==> src/rtl/cmd_packer.sv <==
`timescale 1ns/1ps
`default_nettype none
// ============================================================================
// Module      : cmd_packer
// Description : Producer end of the command FIFO drained by the command
//               sequencer. Accepts one layer descriptor at a time, validates
//               it, and serialises it into three 32-bit FIFO words. Counts the
//               commands written and, once sealed, reports the total on
//               cmd_size and pulses op_en to start execution.
// Revision    : 1.0 - initial release
// ----------------------------------------------------------------------------
// Ports:
//   clk, rst        clock, synchronous active-high reset
//   desc_valid/rdy  descriptor handshake (transfer when both high at an edge)
//   op_type..stride2  descriptor fields
//   seal            pulse: no more descriptors will follow
//   fifo_full       command FIFO cannot take a word this cycle
//   wr_en, din      FIFO write strobe and data
//   cmd_size        number of complete commands written
//   op_en           one-cycle start pulse to the sequencer
//   err             sticky error (bad descriptor or seal with no commands)
//   busy            a descriptor is being serialised
// ============================================================================
module cmd_packer #(
  parameter int MAX_CMDS = 127
) (
  input  logic        clk,
  input  logic        rst,
  input  logic        desc_valid,
  output logic        desc_ready,
  input  logic [2:0]  op_type,
  input  logic [3:0]  stride,
  input  logic [7:0]  kernel,
  input  logic [7:0]  i_side,
  input  logic [7:0]  o_side,
  input  logic [15:0] i_channel,
  input  logic [15:0] o_channel,
  input  logic [7:0]  kernel_size,
  input  logic [15:0] stride2,
  input  logic        seal,
  input  logic        fifo_full,
  output logic        wr_en,
  output logic [31:0] din,
  output logic [6:0]  cmd_size,
  output logic        op_en,
  output logic        err,
  output logic        busy
);

  localparam logic [6:0] c_MAX_CMDS = 7'(MAX_CMDS);

  localparam logic [2:0] c_OP_CONV = 3'b001;
  localparam logic [2:0] c_OP_MAXP = 3'b100;
  localparam logic [2:0] c_OP_AVGP = 3'b101;

  typedef enum logic [2:0] {
    S_IDLE  = 3'd0,
    S_W0    = 3'd1,
    S_W1    = 3'd2,
    S_W2    = 3'd3,
    S_START = 3'd4,
    S_DONE  = 3'd5
  } state_t;

  state_t r_state;
  state_t w_next;

  // Latched descriptor fields
  logic [2:0]  r_op_type;
  logic [3:0]  r_stride;
  logic [7:0]  r_kernel;
  logic [7:0]  r_i_side;
  logic [7:0]  r_o_side;
  logic [15:0] r_i_channel;
  logic [15:0] r_o_channel;
  logic [7:0]  r_kernel_size;
  logic [15:0] r_stride2;

  logic [6:0]  r_cmd_size;
  logic        r_err;
  logic        r_seal_pend;

  logic        w_in_w;
  logic        w_accept;
  logic        w_desc_ok;
  logic        w_seal_go;
  logic [11:0] w_prod;

  // --------------------------------------------------------------------------
  // Descriptor validation (purely on the live input fields)
  // --------------------------------------------------------------------------
  // kernel*stride is at most 255*15 = 3825, so 12 bits hold it exactly.
  assign w_prod = 12'(kernel) * 12'(stride);

  assign w_desc_ok = ((op_type == c_OP_CONV) || (op_type == c_OP_MAXP) ||
                      (op_type == c_OP_AVGP))              &&
                     (stride != 4'd0) && (kernel != 8'd0)  &&
                     (i_side != 8'd0)                      &&
                     ({4'd0, stride} <= kernel)            &&
                     (stride2 == {4'd0, w_prod});

  // --------------------------------------------------------------------------
  // Handshake / control decode
  // --------------------------------------------------------------------------
  assign w_in_w = (r_state == S_W0) || (r_state == S_W1) || (r_state == S_W2);

  // A pending seal blocks new descriptors so it is served before anything
  // else on the return to IDLE; this keeps desc_ready an honest promise.
  assign desc_ready = (r_state == S_IDLE) && (r_cmd_size < c_MAX_CMDS) &&
                      !r_seal_pend;
  assign w_accept   = desc_valid && desc_ready;

  // A seal is acted on in IDLE only when no descriptor is taken that cycle;
  // a simultaneous descriptor wins and the seal is parked in r_seal_pend.
  assign w_seal_go  = (r_state == S_IDLE) && !w_accept && (seal || r_seal_pend);

  assign wr_en = w_in_w && !fifo_full;
  assign busy  = w_in_w;
  assign op_en = (r_state == S_START);

  assign cmd_size = r_cmd_size;
  assign err      = r_err;

  // --------------------------------------------------------------------------
  // Next-state logic
  // --------------------------------------------------------------------------
  always_comb begin
    w_next = r_state;
    case (r_state)
      S_IDLE: begin
        if (w_accept && w_desc_ok) begin
          w_next = S_W0;
        end else if (w_seal_go && (r_cmd_size != 7'd0)) begin
          w_next = S_START;
        end
      end
      S_W0:    if (wr_en) w_next = S_W1;
      S_W1:    if (wr_en) w_next = S_W2;
      S_W2:    if (wr_en) w_next = S_IDLE;
      S_START: w_next = S_DONE;
      S_DONE:  w_next = S_DONE;
      default: w_next = S_IDLE;
    endcase
  end

  // --------------------------------------------------------------------------
  // Write data mux: driven from latched fields, so it holds through stalls
  // --------------------------------------------------------------------------
  always_comb begin
    din = 32'd0;
    case (r_state)
      S_W0:    din = {r_o_side, r_i_side, r_kernel, r_stride, 1'b0, r_op_type};
      S_W1:    din = {r_o_channel, r_i_channel};
      S_W2:    din = {r_stride2, r_kernel_size, 8'd0};
      default: din = 32'd0;
    endcase
  end

  // --------------------------------------------------------------------------
  // State and datapath registers
  // --------------------------------------------------------------------------
  always_ff @(posedge clk) begin
    if (rst) begin
      r_state       <= S_IDLE;
      r_op_type     <= 3'd0;
      r_stride      <= 4'd0;
      r_kernel      <= 8'd0;
      r_i_side      <= 8'd0;
      r_o_side      <= 8'd0;
      r_i_channel   <= 16'd0;
      r_o_channel   <= 16'd0;
      r_kernel_size <= 8'd0;
      r_stride2     <= 16'd0;
      r_cmd_size    <= 7'd0;
      r_err         <= 1'b0;
      r_seal_pend   <= 1'b0;
    end else begin
      r_state <= w_next;

      if (w_accept) begin
        r_op_type     <= op_type;
        r_stride      <= stride;
        r_kernel      <= kernel;
        r_i_side      <= i_side;
        r_o_side      <= o_side;
        r_i_channel   <= i_channel;
        r_o_channel   <= o_channel;
        r_kernel_size <= kernel_size;
        r_stride2     <= stride2;
      end

      // Sticky: a dropped descriptor, or a seal with nothing to run.
      if ((w_accept && !w_desc_ok) ||
          (w_seal_go && (r_cmd_size == 7'd0))) begin
        r_err <= 1'b1;
      end

      if ((w_in_w && seal) || (w_accept && seal)) begin
        r_seal_pend <= 1'b1;
      end else if (w_seal_go) begin
        r_seal_pend <= 1'b0;
      end

      // A command counts only once its last word has gone into the FIFO.
      if ((r_state == S_W2) && wr_en) begin
        r_cmd_size <= r_cmd_size + 7'd1;
      end
    end
  end

endmodule
`default_nettype wire

==> config.mk <==
export PLATFORM = sky130hd
export DESIGN_NAME = cmd_packer
export DESIGN_NICKNAME = d
export VERILOG_FILES = /design/src/rtl/cmd_packer.sv
export SDC_FILE = /design/constraint.sdc
export NUM_CORES = 1
export LEC_CHECK = 0
export CAP_MARGIN = 10
export CORE_AREA = 2 2 112 135
export CTS_BUF_LIST = sky130_fd_sc_hd__clkbuf_8
export DETAILED_ROUTE_END_ITERATION = 8
export DIE_AREA = 0 0 114 137
export GPL_TIMING_DRIVEN = 0
export HOLD_SLACK_MARGIN = 0.05
export PLACE_DENSITY = 0.66
export SLEW_MARGIN = 5
export SYNTH_ARGS = -nofsm -noshare
export SYNTH_HDL_FRONTEND = slang
export SYNTH_SLANG_ARGS = --single-unit
==> constraint.sdc <==
create_clock -name clk -period 4.6 [get_ports clk]
set_input_delay 1.15 -clock clk [delete_from_list [all_inputs] [get_ports clk]]
set_output_delay 1.15 -clock clk [all_outputs]
set_load 0.01 [all_outputs]
Yosys cells after proc, flatten, opt, wreduce, memory -nomap -nowiden
Cells that the tools add are included.
{"block": "op_classes", "mux": 9, "n_reduce_logical": 38, "add_sub_neg": 1, "n_mul": 1, "n_eq_ne": 13, "order_cmp": 2}
{"cell": "32-bit one-hot mux with 3 select lines", "n": 1}
{"cell": "1-bit logical AND", "n": 18}
{"cell": "16-bit by 12-bit == test with 1-bit output", "n": 1}
{"cell": "8-bit nonzero test", "n": 2}
{"cell": "3-bit two-way mux", "n": 5}
{"cell": "3-bit one-hot mux with 5 select lines", "n": 1}
{"cell": "3-bit == test (second input constant)", "n": 4}
{"cell": "8-bit by 4-bit multiplier with 12-bit output", "n": 1}
{"cell": "4-bit by 8-bit less-or-equal comparator with 1-bit output", "n": 1}
{"cell": "7-bit by 1-bit adder with 7-bit output (second input constant)", "n": 1}
{"cell": "7-bit logical NOT", "n": 1}
{"cell": "1-bit logical OR", "n": 7}
{"cell": "7-bit < comparator (second input constant)", "n": 1}
{"cell": "7-bit nonzero test", "n": 1}
{"cell": "3-bit by 1-bit == test with 1-bit output (second input constant)", "n": 2}
{"cell": "3-bit by 2-bit == test with 1-bit output (second input constant)", "n": 2}
{"cell": "2-bit != test (second input constant)", "n": 3}
{"cell": "1-bit logical NOT", "n": 4}
{"cell": "4-bit AND reduction", "n": 1}
{"cell": "4-bit nonzero test", "n": 1}
{"cell": "3-bit logical NOT", "n": 1}
{"cell": "3-bit by 1-bit != test with 1-bit output (second input constant)", "n": 1}
{"cell": "1-bit two-way mux", "n": 2}
{"cell": "2-bit nonzero test", "n": 1}
{"cell": "2-bit OR reduction", "n": 1}
{"block": "totals", "inputBits": 92, "word_cells": 77, "out_inout_bits": 44, "register_bits": 99}

Depth between registers and ports, before layout
Gate-level depths: netlist of the first run.
{"block": "logic_depth", "depth_word": 11, "depth_mapped": 13, "depth_no_buf": 12}

Least setup slack after synthesis of the first run
No wires, ideal clock.
{"block": "synth_path", "kind": "input -> register", "from": "input port stride[3]", "to": "register r_err (netlist: err)", "t_required_ns": 4.480, "setup_slack_ns": 0.351, "arrival_ns": 4.129, "setup_time_ns": 0.120, "path_buffers": 1, "cell_stages": 12, "cell_sequence": "clkbuf_1 -> nand2_1 -> fa_1 -> fa_1 -> inv_1 -> ha_1 -> a211oi_1 -> o21ai_0 -> or4_1 -> nand4_1 -> nand2_1 -> o31a_1"}
{"block": "synth_via", "elab_chain_cells": 9, "word_cells_on_any_way": 12, "cone_classes": "mul (1); order compare (1); eq/ne (1); reduce/logical (9)"}
{"item": "from (decl)", "line_no": "32", "text": "input logic [3:0] stride,"}
{"item": "branches (longest 5 deep; another with 8-bit by 4-bit multiplier with 12-bit output)"}
{"item": "1-bit logical AND *", "line_no": "99", "text": "({4'd0, stride} <= kernel) &&"}
{"item": "1-bit logical NOT *", "line_no": "193", "text": "if ((w_accept && !w_desc_ok) ||"}
{"item": "1-bit logical AND *", "line_no": "193"}
{"item": "1-bit logical OR *", "line_no": "193"}
{"item": "to (signal assigned)", "line_no": "175", "text": "r_err <= 1'b0;"}
{"item": "to (signal assigned)", "line_no": "195", "text": "r_err <= 1'b1;"}
{"item": "to (decl)", "line_no": "80", "text": "logic r_err;"}
Mark *: on every way between the ends.
A chain may end at the register's enable or synchronous reset.

Worst setup path in the final report of the first run
{"block": "layout_path", "from": "input port kernel[3]", "to": "register r_err (netlist: err)"}
{"block": "layout_via", "elab_chain_cells": 8, "word_cells_on_any_way": 11, "cone_classes": "mul (1); order compare (1); eq/ne (1); reduce/logical (8)"}
{"item": "from (decl)", "line_no": "33", "text": "input logic [7:0] kernel,"}
{"item": "branches (longest 4 deep; another with 8-bit by 4-bit multiplier with 12-bit output)"}
{"item": "1-bit logical AND *", "line_no": "99"}
{"item": "1-bit logical NOT *", "line_no": "193"}
{"item": "1-bit logical AND *", "line_no": "193"}
{"item": "1-bit logical OR *", "line_no": "193"}
Marked as above.

==> results of run 1 <==
[per-stage QoR]
step | instance area, sq um | power [mW]
after floorplan | 5600 | 1.25
after detailed placement | 7160 | 1.43
final | 7460 | 2.04
after global placement | 7160 | 1.43
after CTS | 7410 | 2.04
after global routing | 7460 | 2.15
[cell families after synthesis]
kind of cell | after synthesis | share of synthesized area (%)
buf+inv | 81 | 5.69
fa+ha+maj | 38 | 10.1
mux | 26 | 5.18
compound gates | 157 | 16.6
xor+xnor | 21 | 3.28
flops | 99 | 35.4
simple gates | 315 | 23.8
[repair_timing]
action | 4_1_cts | 5_1_grt
setup endpoints to repair | 2 | 2
endpoints found under the hold margin | 0 | 0
pin swaps | 3 | 6
resized for setup | 8 | 17
setup buffers | 1 | 0
[cells in the final DEF, fill, tap and decap left out, types with 3 or more instances in the layout]
cell             Yosys  layout
nand2_1            205     205
dfxtp_1             99      99
ha_1                26      25
nor4_1               9       8
nor2b_1              5       5
and2_1               7       7
a21oi_1             98      97
xnor2_1             13      13
clkbuf_8             0      14
dlymetal6s2s_1       0       4
buf_1                3       3
clkbuf_1            41      36
fa_1                12      11
clkdlybuf4s50_1      0     130
a22oi_1             31      31
a211oi_1             4       3
xor2_1               8       8
mux2_2              24      24
inv_1               27      27
nor2_1              54      54
nor3_1              10      10
nor3b_1              4       3
o21ai_0              8       7
nand4_1              8       8
buf_2                9       9
[flip-flops by register name, summed over array words and instances, names as in the netlist]
signal and cells:
r_i_channel 16, r_o_channel 16, r_stride2 16, r_i_side 8, r_kernel 8, r_kernel_size 8
r_o_side 8, cmd_size 7, r_stride 4, r_op_type 3, r_state 3, err 1
r_seal_pend 1
[where the power goes]
group	total [mW]	internal (mW)	switching, mW	leakage [nW]
Sequential	0.932	0.904	0.0282	0.813
Combinational	0.502	0.233	0.269	2.04
Clock	0.608	0.311	0.297	0.116
[final timing paths]
path / from / end / cells past startpoint
setup / recovery: kernel[3] / err$_SDFFE_PP0P_ / 14
setup reg to reg: r_state[1]$_SDFFE_PP0P_ / err$_SDFFE_PP0P_ / 6
hold / removal: r_stride2[1]$_SDFFE_PP0P_ / r_stride2[1]$_SDFFE_PP0P_ / 2
hold reg to reg: r_stride2[1]$_SDFFE_PP0P_ / r_stride2[1]$_SDFFE_PP0P_ / 2
[metal layers]
| layer | global-route usage, % | up-vias |
|---|---|---|
| li1 | - | 2755 |
| met1 | 28.1 | 2558 |
| met2 | 39.2 | 134 |
| met3 | 3.72 | 19 |
| met4 | 5.96 | 0 |
| met5 | 0 | - |
[final cells by class]
type                            count  area (sq um)
Multi-Input combinational cell    557          3340
Clock buffer                       13           179
Sequential cell                    99          1980
Inverter                           27           101
Fill cell                        1445          6840
Buffer                             52           235
Tap cell                          175           219
Timing Repair Buffer              135          1360
Clock inverter                      3          43.8
[worst max-delay path, stage by stage]
cell and delay [ns]:
clkdlybuf4s50_1 0.62, ha_1 0.20, inv_1 0.05, fa_1 0.52, fa_1 0.55, inv_1 0.05, ha_1 0.40, o21ai_0 0.15
a21oi_2 0.17, buf_4 0.13, o41ai_1 0.06, a2bb2oi_1 0.19, nand4_1 0.20, o31a_1 0.32
==> impl_metrics.py, run 1 <==
metrics = {
    "power_and_ir_drop": {
        "power.density_nw_per_um2": 274,
        "ir_drop_uv": 138,
        "leakage_nw": 2.97,
    },
    "logic_synthesis": {
        "yosys_warnings": 0,
        "synth.cell_area_sq_um": 5600,
        "synth.most_common_cell": "nand2_1",
        "synth-seq-area-share_pct": 35.4,
        "avgSynthCellArea_sq_um": 7.60,
        "synthTopCellsByArea": "dfxtp_1 (35%), nand2_1 (14%), a21oi_1 (8.8%)",
        "yosys-top-cells-count": "nand2_1 (205), dfxtp_1 (99), a21oi_1 (98)",
        "synth_ff_type": "dfxtp_1",
        "synth_edf_count": 0,
        "synth_nets": 867,
        "async_flop_share_pct": 0,
        "syn_inst": 737,
        "ys_ff_latch": 99,
        "synth_area_leader_cell": "dfxtp_1",
        "yosys.area.top_type_share_pct": 35.4,
        "synth_cell_types": 47,
    },
    "layout": {
        "utilization_pct": 52.2,
        "n_antenna_cell": 0,
        "nNetsFinal": 1011,
        "fin_cells": 1061,
        "area_growth_pct": 33.1,
        "drive_gt1_share_pct": 7.34,
    },
    "routing": {
        "drt-initial-drc-count": 277,
        "final_antenna_net_count": 0,
        "wl_met1_um": 7570,
        "wl_per_cell_um": 16.4,
        "post_drt_via_cell_ratio": 5.15,
        "top_layer": "met4",
        "routed_wl_um": 17400,
        "via_count": 5466,
        "met2WireLength_um": 8810,
        "drc_errors": 0,
        "first_pass_iters": 5,
        "wl_met3_um": 764,
    },
    "sta": {
        "fmax_mhz": 222,
        "hold_viol": 0,
        "max_slew_margin_pct": 50.0,
        "tightestPinTransition_ns": 0.750,
        "setup_viol": 0,
        "finalClockSkew_ns": 0.0108,
        "report.final.slew_viol_count": 0,
        "fin_ws_ns": 0.0999,
        "min_period_ns": 4.50,
        "whs_ns": 0.459,
        "fin_setup_tns_ns": 0,
        "finalCritPeriodShare_pct": 97.8,
    },
    "critical_path": {
        "crit_path_max_fanout": 7,
        "path_class": "input port to flop",
        "required_ns": 4.87,
        "start_kind": "input port",
        "crit_path_end_kind": "flop",
        "r2r_slack_ns": 2.25,
        "arrival_ns": 4.77,
    },
    "clock_network": {
        "clock_latency_ns": 0.37,
        "clk_pin_slew_ns": 0.09,
        "cts_tree": "built",
        "htreeDepth": 3,
        "cts_sinks": 99,
        "clock_path_buffers": 2,
        "numCtsBuffers": 9,
        "clockRootBuffer": "clkbuf_8",
        "cts_hold_buf": 0,
    },
    "outcome": {
        "status": "complete, no violations",
    },
    "floorplanning": {
        "die_w_um": 114,
        "core_sq_um": 14300,
        "num_rows": 48,
        "start_util_pct": 39.2,
        "die_y_um": 137,
        "fp.dieArea_sq_um": 15600,
        "pin_count": 136,
    },
    "placed_design": {
        "pre_cts_slack_ns": -0.709,
        "port_buffers": 134,
        "place.gp.congestion": 0.876,
        "placed_cells": 1046,
        "place_hpwl_um": 13700,
    },
    "global_route": {
        "antenna_found_initial": 0,
        "grt_first_pass_wirelength_um": 26900,
        "track_usage_pct": 22.2,
        "grt_overflow_total": 0,
        "grt_pass1_vias": 5178,
        "grt_max_degree": 16,
    },
    "run": {
        "maxCapViolations": 0,
    },
    "worst_hold_path": {
        "hold_path_class": "flop to flop",
    },
}
No activity file was read; power rests on OpenSTA's default activity.
==> inputs of run 2 (changes only) <==
--- a/config.mk
+++ b/config.mk
@@ -12,7 +12,7 @@
 export DIE_AREA = 0 0 114 137
 export GPL_TIMING_DRIVEN = 0
 export HOLD_SLACK_MARGIN = 0.05
-export PLACE_DENSITY = 0.66
+export PLACE_DENSITY = 0.76
 export SLEW_MARGIN = 5
 export SYNTH_ARGS = -nofsm -noshare
 export SYNTH_HDL_FRONTEND = slang
==> run 2 against run 1 <==
Worst hold slack worse by 0.0063 ns. Power grew 0.35%. Setup slack better by 0.022 ns. Critical path depth down 2. Sequential share of layout area grew 0.067 points. Combinational power about the same. Critical endpoint unchanged. Core utilization down 0.13 points. Register-to-register slack improved by 0.04 ns. Sequential power about the same. Flip-flop and latch count unchanged. Die area is the same. Fmax increased by 0.48%.
==> impl_metrics.py, run 2 (synthesis gave the netlist of run 1 again) <==
metrics = {
    "outcome": {
        "status": "complete, no violations",
    },
    "placed_design": {
        "place.gp.congestion": 0.890,
        "place_hpwl_um": 13400,
        "placed_cells": 1046,
        "place_area_sq_um": 7160,
        "port_buffers": 134,
    },
    "floorplanning": {
        "num_rows": 48,
        "pin_count": 136,
        "die_w_um": 114,
        "die_y_um": 137,
        "core_sq_um": 14300,
        "fp.dieArea_sq_um": 15600,
        "start_util_pct": 39.2,
    },
    "critical_path": {
        "crit_path_max_fanout": 9,
        "path_class": "input port to flop",
        "arrival_ns": 4.75,
        "required_ns": 4.87,
        "reg2reg_to": "err$_SDFFE_PP0P_",
        "r2r_cells": 6,
        "crit_path_end_kind": "flop",
        "r2r_slack_ns": 2.29,
        "r2r_start": "r_state[1]$_SDFFE_PP0P_",
        "start_kind": "input port",
        "crit_start": "stride[1]",
    },
    "routing": {
        "drc_errors": 0,
        "final_antenna_net_count": 0,
        "routed_wl_um": 17100,
        "first_pass_iters": 5,
        "post_drt_via_cell_ratio": 5.28,
        "wl_per_cell_um": 16.2,
        "via_count": 5593,
        "drt-initial-drc-count": 390,
    },
    "sta": {
        "finalCritPeriodShare_pct": 97.4,
        "tightestPinTransition_ns": 0.751,
        "report.final.slew_viol_count": 0,
        "max_slew_margin_pct": 50.0,
        "min_period_ns": 4.48,
        "finalClockSkew_ns": 0.00869,
        "whs_ns": 0.453,
        "setup_viol": 0,
        "rsz0062_at_grt": "false",
        "hold_viol": 0,
        "fmax_mhz": 223,
    },
    "global_route": {
        "grt_overflow_total": 0,
        "grt_max_degree": 17,
        "antenna_found_initial": 0,
        "grt_pass1_vias": 5374,
        "grt_first_pass_wirelength_um": 26900,
        "track_usage_pct": 21.9,
    },
    "clock_network": {
        "cts_hold_buf": 0,
        "clockRootBuffer": "clkbuf_8",
        "clock_latency_ns": 0.38,
        "clock_path_buffers": 2,
        "cts_tree": "built",
        "cts_sinks": 99,
        "htreeDepth": 3,
        "numCtsBuffers": 9,
        "clk_pin_slew_ns": 0.09,
    },
    "power_and_ir_drop": {
        "ir_drop_uv": 132,
        "power.density_nw_per_um2": 276,
        "p_total_mw": 2.05,
        "leakage_nw": 2.94,
    },
    "layout": {
        "fin_cells": 1060,
        "nNetsFinal": 1010,
        "layout_common_cells": "nand2_1 (205), clkdlybuf4s50_1 (131), dfxtp_1 (99), a21oi_1 (97), nor2_1 (54)",
        "final_common_cell": "nand2_1",
        "reg_top3": "r_i_channel (16), r_o_channel (16), r_stride2 (16)",
        "n_antenna_cell": 0,
        "area_growth_pct": 32.8,
        "drive_gt1_share_pct": 7.12,
        "design_area_sq_um": 7440,
    },
    "run": {
        "maxCapViolations": 0,
    },
    "worst_hold_path": {
        "worstHoldPathCells": 2,
        "min-delay-start": "r_i_channel[3]$_SDFFE_PP0P_",
        "hold_path_class": "flop to flop",
        "holdPathEnd": "r_i_channel[3]$_SDFFE_PP0P_",
    },
}
run 2: repair_timing:
item	in CTS	in global routing
cloned	0	0
setup buffers	0	0
pin swaps	0	3
resized for setup	7	17
setup endpoints to repair	2	2
run 2: layout make-up:
class / instances / area (sq um)
timing repair buffer: 134 / 1350
inverter: 27 / 101
tap: 175 / 219
multi-input combinational: 557 / 3340
clock buffer: 9 / 124
clock inverter: 7 / 92.6
sequential: 99 / 1980
fill: 1362 / 6860
buffer: 52 / 229
run 2: per-stage QoR:
step	util, %	TNS (ns)	setup slack (ns)
3_3_place_gp	50.1	-1.24	-0.662
3_5_place_dp	50.1	-1.28	-0.683
2_1_floorplan	-	0	0.351
5_1_grt	52.0	0	0.00186
6_report	52.0	0	0.122
4_1_cts	51.7	0	0.0136
run 2: critical path, stage by stage:
cell	delay, ns
clkdlybuf4s50_1	0.54
buf_4	0.20
nand2_1	0.08
fa_1	0.47
fa_1	0.52
fa_1	0.47
nand2b_1	0.19
a21oi_2	0.20
mux2i_1	0.21
nor3b_2	0.18
nand4_1	0.21
o31a_1	0.33
run 2: layer usage:
layer | vias up | GRT usage, % | wire length (um)
met3 | 37 | 3.41 | 981
met4 | 0 | 8.81 | 458
met1 | 2610 | 26.6 | 7150
met5 | - | 0 | 0
li1 | 2760 | - | -
met2 | 186 | 38.7 | 8550
run 2: how the worst max path moves through the flow:
stage | cells past startpoint | slack (ns) | end
5_1_grt | 12 | 0.002 | err$_SDFFE_PP0P_
2_1_floorplan | 12 | 0.35 | err$_SDFFE_PP0P_
3_5_place_dp | 13 | -0.68 | err$_SDFFE_PP0P_
4_1_cts | 12 | 0.01 | err$_SDFFE_PP0P_
6_report | 12 | 0.12 | err$_SDFFE_PP0P_
3_3_place_gp | 12 | -0.66 | err$_SDFFE_PP0P_
run 2: power breakdown:
part,internal (mW),switching [mW],total [mW]
Combinational,0.235,0.270,0.505
Sequential,0.904,0.0274,0.931
Clock,0.305,0.309,0.614
==> inputs of run 3 (changes only) <==
--- a/config.mk
+++ b/config.mk
@@ -10,6 +10,7 @@
 export CTS_BUF_LIST = sky130_fd_sc_hd__clkbuf_8
 export DETAILED_ROUTE_END_ITERATION = 8
 export DIE_AREA = 0 0 114 137
+export GPL_ROUTABILITY_DRIVEN = 0
 export GPL_TIMING_DRIVEN = 0
 export HOLD_SLACK_MARGIN = 0.05
 export PLACE_DENSITY = 0.76
==> constraint.sdc (replaced) <==
create_clock -name clk -period 5.39 [get_ports clk]
set_input_delay 1.3475 -clock clk [delete_from_list [all_inputs] [get_ports clk]]
set_output_delay 1.3475 -clock clk [all_outputs]
set_load 0.01 [all_outputs]
==> run 3 against run 2 <==
Critical endpoint unchanged. Combinational power is 18% lower. Core utilization shrank 0.39 points. Final cell count increased by 0.19%. Clock power decreased by 15%. Critical path depth grew 1. Die area unchanged. Critical path type unchanged.
==> impl_metrics.py, run 3 (synthesis gave the netlist of run 1 again) <==
metrics = {
    "layout": {
        "design_area_sq_um": 7380,
        "utilization_pct": 51.6,
        "n_antenna_cell": 0,
        "nNetsFinal": 1012,
        "area_growth_pct": 31.8,
        "drive_gt1_share_pct": 6.20,
        "reg_top3": "r_i_channel (16), r_o_channel (16), r_stride2 (16)",
        "layout_common_cells": "nand2_1 (205), clkdlybuf4s50_1 (134), dfxtp_1 (99), a21oi_1 (98), nor2_1 (54)",
        "final_common_cell": "nand2_1",
        "fin_cells": 1062,
    },
    "routing": {
        "via_count": 5581,
        "final_antenna_net_count": 0,
        "drc_errors": 0,
        "first_pass_iters": 5,
        "wl_per_cell_um": 16.0,
        "post_drt_via_cell_ratio": 5.26,
        "routed_wl_um": 17000,
        "drt-initial-drc-count": 364,
    },
    "sta": {
        "rsz0062_at_grt": "false",
        "fin_setup_tns_ns": 0,
        "finalCritPeriodShare_pct": 93.9,
        "setup_viol": 0,
        "max_slew_margin_pct": 49.4,
        "hold_viol": 0,
        "tightestPinTransition_ns": 0.759,
        "report.final.slew_viol_count": 0,
        "finalClockSkew_ns": 0.00684,
        "min_period_ns": 5.06,
        "fmax_mhz": 198,
    },
    "placed_design": {
        "place_area_sq_um": 7160,
        "port_buffers": 134,
        "place_hpwl_um": 13400,
        "placed_cells": 1046,
    },
    "critical_path": {
        "path_class": "input port to flop",
        "arrival_ns": 5.33,
        "crit_path_end_kind": "flop",
        "path_cells": "clkdlybuf4s50_1 > clkbuf_1 > nand2_1 > fa_1 > fa_1 > inv_1 > ha_1 > a211oi_1 > o21ai_0 > or4_1 > nand4_1 > nand2_1 > o31a_1",
        "crit_path_max_incr_delay_ns": 0.61,
        "cp_top_family": "adder cells",
        "required_ns": 5.66,
        "cp.buffers_inverters": 3,
        "crit_path_max_fanout": 9,
        "start_kind": "input port",
        "r2r_slack_ns": 3.07,
        "cp_slowest_cell": "fa_1",
    },
    "clock_network": {
        "cts_tree": "built",
        "cts_sinks": 99,
        "numCtsBuffers": 9,
        "post-cts-setup-buffer-count": 0,
        "clockRootBuffer": "clkbuf_8",
        "clock_latency_ns": 0.37,
        "clock_path_buffers": 2,
        "htreeDepth": 3,
        "clk_pin_slew_ns": 0.09,
    },
    "floorplanning": {
        "die_w_um": 114,
        "core_sq_um": 14300,
        "die_y_um": 137,
        "start_util_pct": 39.2,
        "fp.dieArea_sq_um": 15600,
        "num_rows": 48,
        "pin_count": 136,
    },
    "global_route": {
        "grt_max_degree": 17,
        "grt_pass1_vias": 5388,
        "grt_overflow_total": 0,
        "track_usage_pct": 21.9,
        "grt_first_pass_wirelength_um": 26900,
        "antenna_found_initial": 0,
    },
    "outcome": {
        "status": "complete, no violations",
    },
    "power_and_ir_drop": {
        "leakage_nw": 2.90,
        "ir_drop_uv": 112,
        "power.density_nw_per_um2": 234,
    },
    "worst_hold_path": {
        "hold_path_class": "flop to flop",
    },
    "run": {
        "maxCapViolations": 0,
    },
}
## run 3: cell count changes in the layout (fill, tap and decap cells not counted), sizes merged
cell and change:
buf -3, clkbuf +5, clkdlybuf4s50 +3, dlymetal6s2s -3
## run 3: through the flow
stage	power (mW)	worst slack, ns	hold WS, ns
floorplan	1.06	0.944	0.432
CTS	1.73	0.303	0.457
finish	1.73	0.330	0.453
global placement	1.21	-0.0695	0.438
global route	1.81	0.0692	0.478
detailed placement	1.22	-0.0908	0.443
## run 3: timing repair
action,CTS,global route
gates resized for setup,0,4
hold buffers,0,0
endpoints found under the setup margin,0,2
## run 3: power by group
group	switching, mW	internal, mW
Combinational	0.222	0.191
Sequential	0.0232	0.771
Clock	0.261	0.261
## run 3: layout make-up
cell class	instances	area, sq um
clock inverter	7	92.6
tap	175	219
inverter	27	101
timing repair buffer	134	1340
sequential	99	1980
multi-input combinational	557	3300
buffer	54	220
fill	1371	6910
clock buffer	9	124
## run 3: path summary, 6_finish.rpt
check | to | start | depth (start not counted)
worst max-delay path | err$_SDFFE_PP0P_ | stride[1] | 13
worst min-delay path | r_i_channel[3]$_SDFFE_PP0P_ | r_i_channel[3]$_SDFFE_PP0P_ | 2
worst max register to register | err$_SDFFE_PP0P_ | r_state[1]$_SDFFE_PP0P_ | 6
worst min register to register | r_i_channel[3]$_SDFFE_PP0P_ | r_i_channel[3]$_SDFFE_PP0P_ | 2
## run 3: routing by layer
layer	up-vias	GRT usage, %	routed length, um
met5	-	0	0
met2	195	38.6	8530
met1	2590	26.5	6990
met4	0	8.94	432
li1	2761	-	-
met3	35	3.41	1010
## run 3: tightest hold or removal path, cell delays in order (launching register included)
cell	delay [ns]
dfxtp_1	0.32
nand2_1	0.05
a21oi_1	0.05
